===== config.mk =====
export PLATFORM = sky130hd
export DESIGN_NAME = matrix_vertex_apply_flat
export DESIGN_NICKNAME = d
export VERILOG_FILES = /design/src/rtl/matrix_vertex_apply_if.sv /design/src/rtl/matrix_vertex_apply.sv /design/src/flat_wrapper.sv
export SDC_FILE = /design/constraint.sdc
export NUM_CORES = 1
export LEC_CHECK = 0
export ABC_AREA = 1
export CORE_MARGIN = 1
export CORE_UTILIZATION = 55
export DETAILED_ROUTE_END_ITERATION = 12
export PLACE_DENSITY = 0.84
export SKIP_CTS_REPAIR_TIMING = 1
export SLEW_MARGIN = 10
export SYNTH_ARGS = -nofsm -noshare
export SYNTH_HDL_FRONTEND = slang
export SYNTH_SLANG_ARGS = --single-unit

===== constraint.sdc =====
create_clock -name clk -period 15.05 [get_ports clk]
set_clock_uncertainty 0.1 [all_clocks]
set_input_delay 1.505 -clock clk [delete_from_list [all_inputs] [get_ports clk]]
set_output_delay 1.505 -clock clk [all_outputs]
set_load 0.02 [all_outputs]

===== src/rtl/matrix_vertex_apply_if.sv =====
// Handshake bundle for matrix_vertex_apply.
// It carries the matrix load, the vertex input and the transformed vertex output.
interface matrix_vertex_apply_if #(
    parameter int unsigned SIZE      = 3,
    parameter int unsigned IN_BITS   = 8,
    parameter int unsigned NUM_VERTS = 8
);
    logic [SIZE-1:0][SIZE-1:0][IN_BITS-1:0] mat_in;
    logic                                   mat_valid;
    logic                                   mat_ready;
    logic [SIZE-1:0][IN_BITS-1:0]           vin;
    logic                                   vin_valid;
    logic                                   vin_ready;
    logic [SIZE-1:0][IN_BITS-1:0]           vout;
    logic [$clog2(NUM_VERTS+1)-1:0]         vout_idx;
    logic                                   vout_valid;
    logic                                   vout_ready;
    logic                                   done;

    modport slave (
        input  mat_in, mat_valid, vin, vin_valid, vout_ready,
        output mat_ready, vin_ready, vout, vout_idx, vout_valid, done
    );

    modport master (
        output mat_in, mat_valid, vin, vin_valid, vout_ready,
        input  mat_ready, vin_ready, vout, vout_idx, vout_valid, done
    );
endinterface


===== src/rtl/matrix_vertex_apply.sv =====
// Latches a SIZE x SIZE fixed-point matrix and streams NUM_VERTS vertices through it.
// Each vertex is computed one output row per cycle. Define MATVEC_ROUND_EN for round-half-up.
module matrix_vertex_apply #(
    parameter int unsigned SIZE         = 3,
    parameter int unsigned IN_BITS      = 8,
    parameter int unsigned IN_FRAC_BITS = 2,
    parameter int unsigned NUM_VERTS    = 8
) (
    input logic                  clk,
    input logic                  rst,
    matrix_vertex_apply_if.slave bus
);
    localparam int unsigned AccW = 2 * IN_BITS + $clog2(SIZE);
    localparam int unsigned RowW = (SIZE > 1) ? $clog2(SIZE) : 1;
    localparam int unsigned IdxW = $clog2(NUM_VERTS + 1);
    localparam logic signed [AccW-1:0] SatMax = AccW'((1 << (IN_BITS - 1)) - 1);
    localparam logic signed [AccW-1:0] SatMin = ~SatMax;
`ifdef MATVEC_ROUND_EN
    localparam logic signed [AccW-1:0] RoundAdd =
        (IN_FRAC_BITS > 0) ? AccW'(1 << (IN_FRAC_BITS - 1)) : '0;
`endif

    typedef enum logic [1:0] {StIdle, StWaitV, StCalc, StOut} stateE;

    stateE stateQ, stateD;

    logic [SIZE-1:0][SIZE-1:0][IN_BITS-1:0] matQ;
    logic [SIZE-1:0][IN_BITS-1:0]           vertQ;
    logic [SIZE-1:0][IN_BITS-1:0]           voutQ;
    logic [RowW-1:0]                        rowQ;
    logic [IdxW-1:0]                        idxQ;
    logic                                   doneQ;

    logic matFire, vinFire, voutFire, lastRow, lastVert;
    logic signed [2*IN_BITS-1:0] prod;
    logic signed [AccW-1:0]      acc, accR, shifted;
    logic [IN_BITS-1:0]          rowResult;

    assign bus.mat_ready  = (stateQ == StIdle);
    assign bus.vin_ready  = (stateQ == StWaitV);
    assign bus.vout_valid = (stateQ == StOut);
    assign bus.vout       = voutQ;
    assign bus.vout_idx   = idxQ;
    assign bus.done       = doneQ;

    assign matFire  = bus.mat_valid && bus.mat_ready;
    assign vinFire  = bus.vin_valid && bus.vin_ready;
    assign voutFire = bus.vout_ready && bus.vout_valid;
    assign lastRow  = (rowQ == RowW'(SIZE - 1));
    assign lastVert = (idxQ == IdxW'(NUM_VERTS - 1));

    always_comb begin
        stateD = stateQ;
        unique case (stateQ)
            StIdle:  if (matFire) stateD = StWaitV;
            StWaitV: if (vinFire) stateD = StCalc;
            StCalc:  if (lastRow) stateD = StOut;
            StOut:   if (voutFire) stateD = lastVert ? StIdle : StWaitV;
            default: stateD = StIdle;
        endcase
    end

    // Dot product of the current matrix row with the latched vertex.
    always_comb begin
        prod = '0;
        acc  = '0;
        for (int r = 0; r < SIZE; r++) begin
            prod = $signed(matQ[rowQ][r]) * $signed(vertQ[r]);
            acc  = acc + AccW'(prod);
        end
`ifdef MATVEC_ROUND_EN
        accR = acc + RoundAdd;
`else
        accR = acc;
`endif
        shifted = accR >>> IN_FRAC_BITS;
        if (shifted > SatMax) begin
            rowResult = SatMax[IN_BITS-1:0];
        end else if (shifted < SatMin) begin
            rowResult = SatMin[IN_BITS-1:0];
        end else begin
            rowResult = shifted[IN_BITS-1:0];
        end
    end

    always_ff @(posedge clk) begin
        if (rst) begin
            stateQ <= StIdle;
        end else begin
            stateQ <= stateD;
        end
    end

    always_ff @(posedge clk) begin
        if (rst) begin
            matQ  <= '0;
            vertQ <= '0;
            voutQ <= '0;
            rowQ  <= '0;
            idxQ  <= '0;
            doneQ <= 1'b0;
        end else begin
            doneQ <= voutFire && lastVert;
            if (matFire) begin
                matQ <= bus.mat_in;
                idxQ <= '0;
            end
            if (vinFire) begin
                vertQ <= bus.vin;
                rowQ  <= '0;
            end
            if (stateQ == StCalc) begin
                voutQ[rowQ] <= rowResult;
                rowQ        <= rowQ + RowW'(1);
            end
            if (voutFire) begin
                idxQ <= idxQ + IdxW'(1);
            end
        end
    end
endmodule

===== src/flat_wrapper.sv =====
// flat-port wrapper written by rule: the top's interface ports become plain ports
module matrix_vertex_apply_flat 
#(
    parameter int unsigned SIZE         = 3,
    parameter int unsigned IN_BITS      = 8,
    parameter int unsigned IN_FRAC_BITS = 2,
    parameter int unsigned NUM_VERTS    = 8
)
  (clk, rst, bus_mat_in, bus_mat_valid, bus_vin, bus_vin_valid, bus_vout_ready, bus_mat_ready, bus_vin_ready, bus_vout, bus_vout_idx, bus_vout_valid, bus_done);
  matrix_vertex_apply_if #(.SIZE(SIZE), .IN_BITS(IN_BITS), .NUM_VERTS(NUM_VERTS)) bus_i ();
  input logic clk;
  input logic rst;
  input wire logic [$bits(bus_i.mat_in)-1:0] bus_mat_in;
  input wire logic [$bits(bus_i.mat_valid)-1:0] bus_mat_valid;
  input wire logic [$bits(bus_i.vin)-1:0] bus_vin;
  input wire logic [$bits(bus_i.vin_valid)-1:0] bus_vin_valid;
  input wire logic [$bits(bus_i.vout_ready)-1:0] bus_vout_ready;
  output wire logic [$bits(bus_i.mat_ready)-1:0] bus_mat_ready;
  output wire logic [$bits(bus_i.vin_ready)-1:0] bus_vin_ready;
  output wire logic [$bits(bus_i.vout)-1:0] bus_vout;
  output wire logic [$bits(bus_i.vout_idx)-1:0] bus_vout_idx;
  output wire logic [$bits(bus_i.vout_valid)-1:0] bus_vout_valid;
  output wire logic [$bits(bus_i.done)-1:0] bus_done;
  assign bus_i.mat_in = bus_mat_in;
  assign bus_i.mat_valid = bus_mat_valid;
  assign bus_i.vin = bus_vin;
  assign bus_i.vin_valid = bus_vin_valid;
  assign bus_i.vout_ready = bus_vout_ready;
  assign bus_mat_ready = bus_i.mat_ready;
  assign bus_vin_ready = bus_i.vin_ready;
  assign bus_vout = bus_i.vout;
  assign bus_vout_idx = bus_i.vout_idx;
  assign bus_vout_valid = bus_i.vout_valid;
  assign bus_done = bus_i.done;
  matrix_vertex_apply #(.SIZE(SIZE), .IN_BITS(IN_BITS), .IN_FRAC_BITS(IN_FRAC_BITS), .NUM_VERTS(NUM_VERTS)) u_core (.clk(clk), .rst(rst), .bus(bus_i));
endmodule

After elaboration in Yosys (flattened, before gate mapping)
Index checks and enable logic that the tools add are counted.

word-level totals
  register bits after elaboration = 129
  logic and storage cells = 65
  output and inout port bits = 32
  input bits = 101

cells by class
  mux-type cells = 17
  equality and inequality tests = 9
  order comparisons = 4
  add/subtract/negate cells = 4
  multipliers = 3
  reduce and logical (&&, ||, !) cells = 9

operators by type and width
  cell                 number
  $bmux 24 s2          1
  $mul 8x8->16         3
  $bwmux 24            1
  $mux 24              1
  $mux 8               3
  $add 17x16->18       1
  $add 16x16->17       1
  $demux 8 s2          1
  $gt 16x8->1 const B  1
  $lt 16x8->1 const B  1
  $mux 2               6
  $mux 4               2
  $pmux 2 s4           1
  $eq 2x2->1 const B   3
  $ne 2x2->1 const B   3
  $logic_and 1x1->1    5
  $add 4x1->4 const B  1
  $eq 4x3->1 const B   1
  $reduce_and 4->1     1
  $reduce_bool 2->1    2
  $lt 2x3->1 const B   1
  $add 2x1->2 const B  1
  $eq 2x1->1 const B   1
  $ge 2x1->1 const B   1
  other kinds (3)      3

Logic depth before layout (Yosys ltp)
Gate-level depths: netlist of run 1.

  depth after elaboration = 9
  mapped depth = 39
  gate-level depth less buffers = 37

Worst setup path after synthesis of run 1
No wires, ideal clock.

  kind = reg-to-reg
  start = reg u_core.rowQ[1]
  end = reg u_core.voutQ (netlist bit u_core.bus.vout[6])
  stages on the path, launching flop included = 34
  buffers on the path = 2
  required time = 14841 ps
  library setup time = 109 ps
  slack = 7791 ps
  clock period less this slack = 7259 ps
  arrival time = 7050 ps
  cells stage by stage = dfxtp_1 > buf_2 > inv_1 > nor2_1 > inv_1 > o21ai_0 > inv_1 > nor2_1 > inv_1 > fa_1 > fa_1 > inv_1 > fa_1 > fa_1 > fa_1 > fa_1 > inv_1 > fa_1 > inv_1 > ha_1 > a21o_1 > a21boi_1 > nand2_1 > nand2_1 > nand2_1 > nand2_1 > nand2_1 > nor2_1 > nand3b_1 > nand2_2 > buf_6 > nand3_1 > nand2_1 > inv_1

on the way
  cells in the longest elaborated chain, start to end = 9
  elaborated cells between the ends (all ways) = 17
  those cells by class = add/sub (2); mul (3); order compare (4); mux (7); reduce/logical (1)

ends and longest elaborated chain
  item                            line                        text
  start: declaration              matrix_vertex_apply.sv:30   logic [RowW-1:0] rowQ;
  start signal: assignment        matrix_vertex_apply.sv:114  rowQ <= rowQ + RowW'(1);
  $bmux 24 s2                     matrix_vertex_apply.sv:68   prod = $signed(matQ[rowQ][r]) * $signed(vertQ[r]);
  $mux 24 (implied by the code)   matrix_vertex_apply.sv:68
  $mul 8x8->16                    matrix_vertex_apply.sv:68
  $add 16x16->17                  matrix_vertex_apply.sv:69   acc = acc + AccW'(prod);
  $add 17x16->18                  matrix_vertex_apply.sv:69
  $lt 16x8->1                     matrix_vertex_apply.sv:79   end else if (shifted < SatMin) begin
  $mux 8                          matrix_vertex_apply.sv:79
  $mux 8                          matrix_vertex_apply.sv:77   if (shifted > SatMax) begin
  $bwmux 24 (*)                   matrix_vertex_apply.sv:113  voutQ[rowQ] <= rowResult;
  end signal: indexed assignment  matrix_vertex_apply.sv:113
  end: declaration                matrix_vertex_apply.sv:29   logic [SIZE-1:0][IN_BITS-1:0] voutQ;

Mark *: on every way between the ends. The rest lies on a longest branch, timed or not. The select of a mux whose other input is x is not followed.
A chain may end at the register's enable or synchronous reset.

Worst setup path in the final report of run 1
  start = reg u_core.rowQ[1]
  end = reg u_core.voutQ (netlist bit u_core.bus.vout[12])

The elaborated chain is that of the path after synthesis.

==> metrics.cfg, run 1 <==
[clock_network]
path_clk_slew_ns = 0.07
cts_buffers = 17
cts_tree = built
worstSkewPairLatency_ns = 0.43
htree_levels = 4
clock-sinks = 129
cts_buffer_depth = 2
clock-root-buffer = clkbuf_16

[synth]
seq_area_frac_synth_pct = 19.1
syn_nets = 2120
ys_ff_latch = 129
synthCells = 1706
netlist_top_cells_area = fa_1, dfxtp_1, inv_1, nor2_1, ha_1
synthesis.area_um2 = 13600
yosys_warnings = 0
ys_top_cells_by_count = inv_1, nor2_1, fa_1
synth_top_area_cell = fa_1
async_flop_share_pct = 0
synth.most_common_cell = inv_1
synthDistinctLibCells = 40
synth_area_per_cell_um2 = 7.94
synth-edff-count = 0
yosys_most_used_dff = dfxtp_1
synth_top_area_share_pct = 34.6

[flow_run]
drv_cap = 0

[timing]
tns_ns = 0
slew_headroom_pct = 22.5
finalMaxSlewViolations = 0
fmax_mhz = 104
rsz0062_at_grt = false
worst_pin_slew_ns = 1.15
period_minus_slack_ns = 9.64
hold_violations = 0
post-route-period-util_pct = 64.0
finalSetupViolations = 0

[cells_and_area]
fillerInstances = 2020
finalNetCount = 2226
finalInstanceArea_um2 = 15700
fin_util_pct = 64.6
instances_no_fill = 2149
drive_gt1_share_pct = 2.58
synthToLayoutAreaGrowth_pct = 15.7
antenna-diode-count = 0

[die]
dieArea_um2 = 25300
die_y_um = 159
core_area_um2 = 24200
start_util_pct = 55.9
chipWidth_um = 159
io_pins = 133
row_count = 57

[global_route]
grt-ovfl-total = 0
grt_antenna_before_repair = 0
grt.total_usage_pct = 30.5
grt_pass1_wl_mm = 59.7
grt_pass1_vias = 11548
grt_max_degree = 99

[drt]
drc = 0
drt-initial-drc-count = 799
vias = 11332
drt-total-wl_mm = 36.9
antenna_left = 0
first_pass_iters = 5
wire_per_inst_um = 17.2
vias_per_cell = 5.27

[worst_setup_path]
path_max_fanout = 26
slowest_stage = dfxtp_1
worstSetupPathType = flip-flop to flip-flop
crit_start = u_core.rowQ[1]$_SDFFE_PP0P_
arrival_ns = 9.86
cpPeakStageDelay_ns = 0.86
crit_path_end_kind = flip-flop
cp_common_cell = inv_1
cp.required_ns = 15.27
worstReg2RegStart = u_core.rowQ[1]$_SDFFE_PP0P_
start_kind = flip-flop

[placed_design]
place.gp.congestion = 0.991
dpl.cell_count = 2117
placed_cell_area_um2 = 15100
place_hpwl_mm = 30.4
port_buffers = 132

[status]
outcome = complete, no violations

[worst_hold_path]
min_from = u_core.matQ[49]$_SDFFE_PP0P_
hold_class = flip-flop to flip-flop

-- area by class of cell --
class | count | area [um^2] | share of cell area (%)
multi-input cells | 1120 | 9220 | 58.8
clock buffers | 17 | 425 | 2.71
inverters | 407 | 1530 | 9.75
clock inverters | 15 | 161 | 1.03
repair buffers | 137 | 1360 | 8.67
flip-flops and latches | 129 | 2580 | 16.5
well taps | 324 | 405 | 2.59
-- path summary, 6_finish.rpt --
path | endpoint | slack [ns] | cells after the start
max reg2reg | u_core.bus.vout[12]$_SDFFE_PP0P_ | 5.41 | 33
max | u_core.bus.vout[12]$_SDFFE_PP0P_ | 5.41 | 33
min | u_core.matQ[49]$_SDFFE_PP0P_ | 0.35 | 2
min reg2reg | u_core.matQ[49]$_SDFFE_PP0P_ | 0.35 | 2
-- per-stage QoR --
stage | worst slack, ns | hold WS (ns)
4_1_cts | 5.45 | 0.350
6_report | 5.41 | 0.351
3_5_place_dp | 5.49 | 0.341
5_1_grt | 4.81 | 0.373
3_3_place_gp | 5.64 | 0.335
2_1_floorplan | 7.79 | 0.325
-- registers in the layout, indices dropped and copies added (netlist names) --
register / cells
u_core.rowQ: 2
u_core.stateQ: 2
u_core.matQ: 72
u_core.bus.vout_idx: 4
u_core.bus.done: 1
u_core.bus.vout: 24
u_core.vertQ: 24
-- layout by cell type (no fill, tap or decap), types with 2 or more instances in the layout --
cell / count
clkinvlp_4: 2
inv_2: 3
clkdlybuf4s50_1: 132
nand3_1: 42
ha_1: 79
or2_2: 2
nor2_1: 334
inv_8: 7
nand2_2: 3
nand2_1: 167
inv_6: 2
o21ai_1: 6
clkinv_4: 2
nand4_1: 6
inv_1: 403
clkbuf_16: 17
clkinv_8: 2
dfxtp_1: 129
nand3b_1: 2
xor2_1: 6
nor4_1: 2
buf_4: 5
a21oi_1: 64
xnor2_1: 12
fa_1: 234
o211ai_1: 3
o21ai_0: 145
-- cell families (layout without fill, tap and decap cells) --
| kind of cell | after synthesis | count (layout) | synth area share (%) |
|---|---|---|---|
| adders and majority gates | 313 | 313 | 41.9 |
| AOI/OAI and AO/OA | 228 | 228 | 8.67 |
| xor gates and xnor gates | 18 | 18 | 1.16 |
| and+or+nand+nor | 561 | 561 | 16.3 |
| buffers and inverters | 457 | 576 | 13.0 |
| DFF | 129 | 129 | 19.1 |
-- critical path, delay by kind of cell, from the launching register on --
family,cells,cell delay [ns]
fa+ha+maj,8,4.07
simple gates,15,2.57
flops,1,0.86
buf+inv,9,1.17
compound gates,1,0.73
-- layer usage --
| metal | up-vias | wire length (um) | GRT usage (%) |
|---|---|---|---|
| met3 | 101 | 3090 | 6.88 |
| li1 | 5291 | - | - |
| met1 | 5441 | 15000 | 39.2 |
| met5 | - | 0 | 0 |
| met4 | 0 | 1430 | 11.8 |
| met2 | 499 | 17300 | 50.3 |
Power of run 1 is left out: the tool's default activity adds up to more than one toggle a clock period on the data nets, which glitch-free logic cannot reach.
==> run 2: changes to the inputs <==
==> constraint.sdc (replaced) <==
create_clock -name clk -period 9.6 [get_ports clk]
set_clock_uncertainty 0.1 [all_clocks]
set_input_delay 0.96 -clock clk [delete_from_list [all_inputs] [get_ports clk]]
set_output_delay 0.96 -clock clk [all_outputs]
set_load 0.02 [all_outputs]
==> run 2 against run 1 <==
Effect of this change: worst hold slack improved by 0.0032 ns; critical endpoint is now u_core.bus.vout[3]$_SDFFE_PP0P_; register-to-register slack got worse by 4.4 ns; routed wire length decreased by 0.92%; first-iteration DRC count decreased by 3.9%; maximum frequency increased by 13%; non-clock buffer count increased by 7; worst setup slack got worse by 4.4 ns; cell area increased by 0.32%.
==> metrics.cfg, run 2 (synthesis gave the netlist of run 1 again) <==
[drt]
wl_met1_mm = 14.4  ; was 15.0 mm
drt-total-wl_mm = 36.5  ; was 36.9 mm
routed.top_layer = met4  ; unchanged
antenna_left = 0  ; unchanged
vias = 11307  ; was 11332
first_pass_iters = 6  ; was 5
drc = 0  ; unchanged
met3_length_mm = 2.94  ; was 3.09 mm
wire_per_inst_um = 16.9  ; was 17.2 um
drt-initial-drc-count = 768  ; was 799
wl_met2_mm = 17.8  ; was 17.3 mm
vias_per_cell = 5.24  ; was 5.27

[worst_hold_path]
min_from = u_core.matQ[55]$_SDFFE_PP0P_  ; was u_core.matQ[49]$_SDFFE_PP0P_
holdPathStages = 2  ; unchanged
hold_class = flip-flop to flip-flop  ; unchanged
min_to = u_core.matQ[55]$_SDFFE_PP0P_  ; was u_core.matQ[49]$_SDFFE_PP0P_

[die]
row_count = 57  ; unchanged
core_area_um2 = 24200  ; unchanged
die_y_um = 159  ; unchanged
dieArea_um2 = 25300  ; unchanged
start_util_pct = 55.9  ; unchanged
io_pins = 133  ; unchanged
chipWidth_um = 159  ; unchanged

[worst_setup_path]
worstRegToRegCells = 31  ; was 33
critPathBufInv = 8  ; was 9
start_kind = flip-flop  ; unchanged
r2r-end = u_core.bus.vout[3]$_SDFFE_PP0P_  ; was u_core.bus.vout[12]$_SDFFE_PP0P_
path_max_fanout = 27  ; was 26
cp.required_ns = 9.83  ; was 15.27 ns
crit_path_end_kind = flip-flop  ; unchanged
cpPeakStageDelay_ns = 0.74  ; was 0.86 ns
worstReg2RegStart = u_core.rowQ[0]$_SDFFE_PP0P_  ; was u_core.rowQ[1]$_SDFFE_PP0P_
slowest_stage = nor2_1  ; was dfxtp_1
arrival_ns = 8.77  ; was 9.86 ns
rrSetupSlack_ns = 1.06  ; was 5.41 ns
worstSetupPathType = flip-flop to flip-flop  ; unchanged
crit_family = adder cells  ; unchanged

[timing]
post-route-period-util_pct = 89.0  ; was 64.0%
finalMaxSlewViolations = 0  ; unchanged
rsz0062_at_grt = false  ; unchanged
fmax_mhz = 117  ; was 104 MHz
tns_ns = 0  ; unchanged
hold_violations = 0  ; unchanged
finalSetupViolations = 0  ; unchanged
period_minus_slack_ns = 8.54  ; was 9.64 ns
worst_pin_slew_ns = 1.02  ; was 1.15 ns
slew_headroom_pct = 31.2  ; was 22.5%

[clock_network]
worstSkewPairLatency_ns = 0.43  ; about the same
clock-sinks = 129  ; unchanged
path_clk_slew_ns = 0.07  ; about the same
clock-root-buffer = clkbuf_16  ; unchanged
cts_buffers = 17  ; unchanged
cts_tree = built  ; unchanged
htree_levels = 4  ; unchanged
cts_buffer_depth = 2  ; unchanged

[cells_and_area]
antenna-diode-count = 0  ; unchanged
finalNetCount = 2233  ; was 2226
top_register = u_core.matQ  ; unchanged
synthToLayoutAreaGrowth_pct = 16.0  ; was 15.7%
drive_gt1_share_pct = 2.95  ; was 2.58%
largest_reg_flops = 72  ; unchanged
layout_commonest_cell = inv_1  ; unchanged
most-common-layout-cells = inv_1, nor2_1, fa_1  ; unchanged
fillerInstances = 1953  ; was 2020

[placed_design]
port_buffers = 132  ; unchanged
place_hpwl_mm = 30.0  ; was 30.4 mm
place.gp.congestion = 0.955  ; was 0.991

[status]
outcome = complete, no violations  ; unchanged

[global_route]
grt_antenna_before_repair = 0  ; unchanged
grt_pass1_vias = 11764  ; was 11548
grt_pass1_wl_mm = 59.3  ; was 59.7 mm
grt.total_usage_pct = 30.2  ; was 30.5%
grt-ovfl-total = 0  ; unchanged
grt_max_degree = 99  ; unchanged

[flow_run]
drv_cap = 0  ; unchanged

## run 2: worst register-to-register path: cells and delay by family, from the launching register on
| kind | cells | cell delay [ns] |
|---|---|---|
| adders and majority gates | 8 | 3.95 |
| and+or+nand+nor | 14 | 2.47 |
| buffers and inverters | 8 | 0.90 |
| AOI/OAI and AO/OA | 1 | 0.69 |
| DFF | 1 | 0.31 |
## run 2: how the worst max path moves through the flow
stage | startpoint | end | slack (ns) | cells after the start
floorplan | u_core.rowQ[1]$_SDFFE_PP0P_ | u_core.bus.vout[6]$_SDFFE_PP0P_ | 2.34 | 33
global placement | u_core.rowQ[0]$_SDFFE_PP0P_ | u_core.bus.vout[3]$_SDFFE_PP0P_ | 1.37 | 27
detailed placement | u_core.rowQ[0]$_SDFFE_PP0P_ | u_core.bus.vout[22]$_SDFFE_PP0P_ | 1.22 | 31
CTS | u_core.rowQ[0]$_SDFFE_PP0P_ | u_core.bus.vout[3]$_SDFFE_PP0P_ | 1.16 | 29
global route | u_core.rowQ[0]$_SDFFE_PP0P_ | u_core.bus.vout[1]$_SDFFE_PP0P_ | 0.50 | 31
finish | u_core.rowQ[0]$_SDFFE_PP0P_ | u_core.bus.vout[3]$_SDFFE_PP0P_ | 1.06 | 31
## run 2: area by class of cell
| type | count | area (um^2) | area share (%) |
|---|---|---|---|
| well taps | 324 | 405 | 2.58 |
| inverters | 407 | 1530 | 9.71 |
| clock inverters | 15 | 159 | 1.01 |
| clock buffers | 17 | 425 | 2.71 |
| multi-input cells | 1120 | 9220 | 58.6 |
| repair buffers | 144 | 1410 | 8.97 |
| flip-flops and latches | 129 | 2580 | 16.4 |
## run 2: per-layer routing
metal | vias to the layer above | GRT usage (%)
li1 | 5295 | -
met1 | 5420 | 37.4
met2 | 491 | 51.6
met3 | 101 | 6.20
met4 | 0 | 12.1
met5 | - | 0
## run 2: per-stage QoR
stage	utilization [%]	hold WS (ns)	area [um^2]	std cells	setup WS (ns)
4_1_cts	64.9	0.349	15700	2156	1.16
2_1_floorplan	-	0.325	13600	1706	2.34
3_5_place_dp	62.4	0.340	15100	2124	1.22
5_1_grt	64.9	0.380	15700	2156	0.498
6_report	64.9	0.354	15700	2156	1.06
3_3_place_gp	62.4	0.337	15100	2124	1.37
Power of run 2 is left out for the same reason.
==> run 3: changes to the inputs <==
--- a/config.mk
+++ b/config.mk
@@ -6,6 +6,7 @@
 export NUM_CORES = 1
 export LEC_CHECK = 0
 export ABC_AREA = 1
+export CAP_MARGIN = 20
 export CORE_MARGIN = 1
 export CORE_UTILIZATION = 55
 export DETAILED_ROUTE_END_ITERATION = 12
==> results of run 3 <==
Same layout as run 2: the final DEF is identical, and so are final timing and power.
Power of run 3 is left out for the same reason.
==> patch 1, RTL diff (flow settings as in run 1) <==
`IN_BITS` is set to 8 in 3 places; all go to 7.
--- a/src/rtl/matrix_vertex_apply_if.sv
+++ b/src/rtl/matrix_vertex_apply_if.sv
@@ -2,7 +2,7 @@
 // It carries the matrix load, the vertex input and the transformed vertex output.
 interface matrix_vertex_apply_if #(
     parameter int unsigned SIZE      = 3,
-    parameter int unsigned IN_BITS   = 8,
+    parameter int unsigned IN_BITS   = 7,
     parameter int unsigned NUM_VERTS = 8
 );
     logic [SIZE-1:0][SIZE-1:0][IN_BITS-1:0] mat_in;
--- a/src/rtl/matrix_vertex_apply.sv
+++ b/src/rtl/matrix_vertex_apply.sv
@@ -2,7 +2,7 @@
 // Each vertex is computed one output row per cycle. Define MATVEC_ROUND_EN for round-half-up.
 module matrix_vertex_apply #(
     parameter int unsigned SIZE         = 3,
-    parameter int unsigned IN_BITS      = 8,
+    parameter int unsigned IN_BITS      = 7,
     parameter int unsigned IN_FRAC_BITS = 2,
     parameter int unsigned NUM_VERTS    = 8
 ) (
--- a/src/flat_wrapper.sv
+++ b/src/flat_wrapper.sv
@@ -2,7 +2,7 @@
 module matrix_vertex_apply_flat 
 #(
     parameter int unsigned SIZE         = 3,
-    parameter int unsigned IN_BITS      = 8,
+    parameter int unsigned IN_BITS      = 7,
     parameter int unsigned IN_FRAC_BITS = 2,
     parameter int unsigned NUM_VERTS    = 8
 )
Ports: changed (resized bus_mat_in, bus_vin and bus_vout); port bits go from 133 to 118. The function was not compared with the original's and may differ.
==> patch 1 against run 1 <==
- design area fell by 14%
- routed wire length fell by 23%
- synthesized area fell by 15%
- worst setup slack improved by 0.87 ns
- maximum frequency rose by 9.9%
- via count fell by 15%
- sequential cell count fell by 15
- highest routed layer unchanged
- critical endpoint is now u_core.bus.vout[8]
==> patch 1: results (changes against run 1) <==
[global_route]
grt_pass1_wl_mm = 46.9  ; -22%
grt_pass1_vias = 9879  ; -14%
grt_max_degree = 92  ; -7.1%
grt_usage_pct = 28.0  ; -2.5 points
antenna_found_initial = 0  ; unchanged

[worst_setup_path]
slowest_delay_ns = 0.78  ; -0.08 ns
cp_slowest_cell = dfxtp_1
crit_arrival_ns = 9.01  ; -0.85 ns
critPathMaxFanout = 20  ; -23%
cp_top_family = adder cells

[detailed_routing]
wl_per_cell_um = 15.5  ; -9.5%
viasPerCell = 5.22  ; -1.0%
drtPass1Iterations = 5  ; unchanged
drtIter0Drc = 620  ; -22%

[cts]
insertion_delay_ns = 0.43  ; about the same
clk_pin_slew_worst_paths_ns = 0.06
cts-root-buf = clkbuf_16
cts_made_buffers = 17  ; unchanged
clockBufferDepth = 2  ; unchanged
h-tree-depth = 4  ; unchanged

[finish]
largest_reg_flops = 63  ; -13%
regMostFlops = u_core.matQ
final_nets = 1891  ; -15%
layout-drive-gt1-share_pct = 5.69  ; +3.1 points
fillers = 1672  ; -17%
num_antenna_cells = 0  ; unchanged

[placed_design]
gp_congestion = 0.952  ; -3.9%
place_ws_ns = 6.33  ; +0.840 ns
hpwl_mm = 23.5  ; -23%
port_buffers = 117  ; -11%

[synthesis]
ys_seq_elements = 114  ; -12%
synthFlopType = dfxtp_1
ys_top_cells_by_area = fa_1 (31%), dfxtp_1 (20%), inv_1 (11%)
async_reset_ff_share_pct = 0  ; unchanged
syn_nets = 1793  ; -15%
synth_common_cells = inv_1 (335), nor2_1 (264), fa_1 (178), nand2_1 (140), o21ai_0 (133)
ys_seq_area_share_pct = 19.9  ; +0.85 points
ys_warn_count = 0  ; unchanged
synth.distinct_cells = 38  ; -5.0%

[sta]
finalSetupViolations = 0  ; unchanged
worstMarginPinSlew_ns = 1.06  ; -0.0936 ns
timing.setup.tns_ns = 0  ; unchanged

[power]
ir_worst_vdd_v = 0.000190
swShare_pct = 55.0
p_leak_uw = 0.00649

[worst_hold_path]
min_path_type = reg2reg

[status]
run_status = complete, no violations

## patch 1: final cells by class
class | instances | share of cell area (%)
clock inverters | 14 | 1.16
clock buffers | 18 | 3.20
well taps | 270 | 2.52
multi-input cells | 958 | 57.6
inverters | 339 | 9.49
repair buffers | 122 | 9.01
flip-flops and latches | 114 | 17.0
## patch 1: worst paths after layout
path / slack (ns) / depth (start not counted) / startpoint / end
max: 6.28 / 31 / u_core.rowQ[1] / u_core.bus.vout[8]
min: 0.35 / 2 / u_core.matQ[57] / u_core.matQ[57]
max reg2reg: 6.28 / 31 / u_core.rowQ[1] / u_core.bus.vout[8]
min reg2reg: 0.35 / 2 / u_core.matQ[57] / u_core.matQ[57]
## patch 1: kinds of logic (layout without fill, tap and decap cells)
group           Yosys count  count (layout)  synth area share [%]
buf+inv                 382             493                  12.7
fa+ha+maj               250             250                  38.9
xor+xnor                 14              14                  1.07
flops                   114             114                  19.9
simple gates            486             486                  17.8
compound gates          208             208                  9.54
## patch 1: through the flow
| step | hold WS, ns | util [%] | area, um2 | power (uW) | instances |
|---|---|---|---|---|---|
| 2_1_floorplan | 0.325 | - | 11500 | 2260 | 1454 |
| 3_3_place_gp | 0.335 | 63.0 | 12800 | 2770 | 1803 |
| 3_5_place_dp | 0.341 | 63.0 | 12800 | 2850 | 1803 |
| 4_1_cts | 0.349 | 65.9 | 13400 | 3270 | 1835 |
| 5_1_grt | 0.367 | 65.9 | 13400 | 3640 | 1835 |
| 6_report | 0.347 | 65.9 | 13400 | 3280 | 1835 |
## patch 1: power by group through the flow
stage | registers (uW) | clock network (uW) | logic, uW
2_1_floorplan | 418 | 0 | 1840
3_3_place_gp | 416 | 0 | 2350
3_5_place_dp | 419 | 0 | 2430
4_1_cts | 414 | 406 | 2450
5_1_grt | 422 | 421 | 2800
6_report | 415 | 406 | 2460
## patch 1: worst reg2reg max path, delay by kind of cell, from the launching register on
kind,cells,cell delay (ns)
AO/OA/AOI/OAI,4,0.90
adder cells (fa/ha/maj),8,4.02
buffers and inverters,11,1.49
flip-flops,1,0.78
AND/OR/NAND/NOR,8,1.40
## patch 1: routing by layer
layer | global-route usage, % | up-vias | share of wire [%]
li1 | - | 4549 | -
met1 | 33.9 | 4638 | 39
met2 | 48.4 | 325 | 50
met3 | 5.38 | 67 | 6.8
met4 | 12.4 | 0 | 3.7
met5 | 0 | - | 0
==> patch 2, RTL diff (settings of run 1) <==
Made on the original files. Reset style: asynchronous (`rst`), changed in 2 clocked blocks.
--- a/src/rtl/matrix_vertex_apply.sv
+++ b/src/rtl/matrix_vertex_apply.sv
@@ -83,7 +83,7 @@
         end
     end
 
-    always_ff @(posedge clk) begin
+    always_ff @(posedge clk or posedge rst) begin
         if (rst) begin
             stateQ <= StIdle;
         end else begin
@@ -91,7 +91,7 @@
         end
     end
 
-    always_ff @(posedge clk) begin
+    always_ff @(posedge clk or posedge rst) begin
         if (rst) begin
             matQ  <= '0;
             vertQ <= '0;
Formal check against the unedited RTL: not equivalent (Yosys sat finds a counterexample within 4 cycles, from zero or initial values and one cycle with rst high; the reset may be asserted at any time).
==> patch 2 against run 1 <==
- count of clock-buffer cells in the layout is 1 higher
- critical path depth is 2 lower
- sequential cell count stayed put
- routed wire length hardly changed
- design area is 2.9% higher
- synthesized area is 2.4% higher
- worst setup slack better by 0.42 ns
Power is not shown: default switching activity piles up to over one toggle a cycle in this logic, so the estimate is an artifact.
==> patch 2: results (changes against run 1) <==
[synthesis]
synth_common_cells = inv_1 (407), fa_1 (234), nand2_1 (213), nor2_1 (213), dfrtp_1 (129)
synthFlopType = dfrtp_1
synth.distinct_cells = 35  ; -13%
async_reset_ff_share_pct = 100  ; +100 points
ys_top_cells_by_area = fa_1 (34%), dfrtp_1 (23%), inv_1 (11%)

[detailed_routing]
wl_per_cell_um = 18.1  ; +5.2%
drt_wl_total_mm = 36.9  ; about the same
num_vias = 11100  ; -2.0%
drtPass1Iterations = 8  ; +3

[global_route]
grt_pass1_wl_mm = 60.5  ; +1.3%
grt_pass1_vias = 12000  ; +4.2%
grt_max_degree = 63  ; -36%
grt_usage_pct = 30.4  ; -0.099 points

[finish]
fillers = 1828  ; -9.5%
layout-drive-gt1-share_pct = 5.88  ; +3.3 points

[worst_setup_path]
critPathMaxFanout = 24  ; -7.7%
slowest_delay_ns = 0.77  ; -0.09 ns
ff2ff_path_depth = 31  ; -6.1%
rrSetupSlack_ns = 5.83  ; +0.42 ns
r2r_end = u_core.bus.vout[14]
crit_arrival_ns = 9.45  ; -0.41 ns

[placed_design]
hpwl_mm = 29.5  ; -3.0%
dp.cells = 2011  ; -5.0%

[status]
run_status = complete, no violations

[sta]
worstMarginPinSlew_ns = 1.16  ; +0.0122 ns

[patch 2: worst min-delay path: stages (launching register included)]
cell and delay, ns:
dfrtp_1 0.35, nand2_1 0.06, nand2_1 0.05
[patch 2: area by class of cell]
type | instances | area [um2] | area share [%]
flip-flops and latches | 129 | 3230 | 20.0
clock buffers | 18 | 429 | 2.66
inverters | 411 | 1550 | 9.58
clock inverters | 14 | 144 | 0.892
well taps | 324 | 405 | 2.51
repair buffers | 139 | 1370 | 8.52
multi-input cells | 1008 | 9000 | 55.8
[patch 2: how the worst max path moves through the flow]
stage | startpoint | to | slack (ns) | depth (start not counted)
after floorplan | u_core.rowQ[0] | u_core.bus.vout[11] | 7.77 | 31
after global placement | u_core.rowQ[1] | u_core.bus.vout[11] | 6.31 | 31
after detailed placement | u_core.rowQ[1] | u_core.bus.vout[10] | 6.05 | 31
after CTS | u_core.rowQ[1] | u_core.bus.vout[10] | 5.93 | 31
after global routing | u_core.rowQ[1] | u_core.bus.vout[8] | 5.18 | 31
final | u_core.rowQ[1] | u_core.bus.vout[14] | 5.83 | 31
[patch 2: cell families (layout without fill, tap and decap cells)]
family / Yosys count / in the layout / share of synthesized area, %
simple gates: 487 / 487 / 14.3
buf+inv: 441 / 582 / 11.9
fa+ha+maj: 313 / 313 / 40.9
compound gates: 163 / 163 / 6.29
flops: 129 / 129 / 23.3
mux: 27 / 27 / 2.19
xor+xnor: 18 / 18 / 1.14
[patch 2: metrics by stage]
stage	cell area [um2]	hold WS, ns
after floorplan	13900	0.374
after detailed placement	15600	0.366
after global placement	15600	0.365
final	16100	0.386
after CTS	16100	0.382
after global routing	16100	0.396
[patch 2: routing by layer]
layer	share of wire [%]	track usage, %	up-vias
met4	4.4	13.0	0
met5	0	0	-
li1	-	-	4917
met1	38	38.5	5464
met3	8.3	6.07	143
met2	49	50.9	585
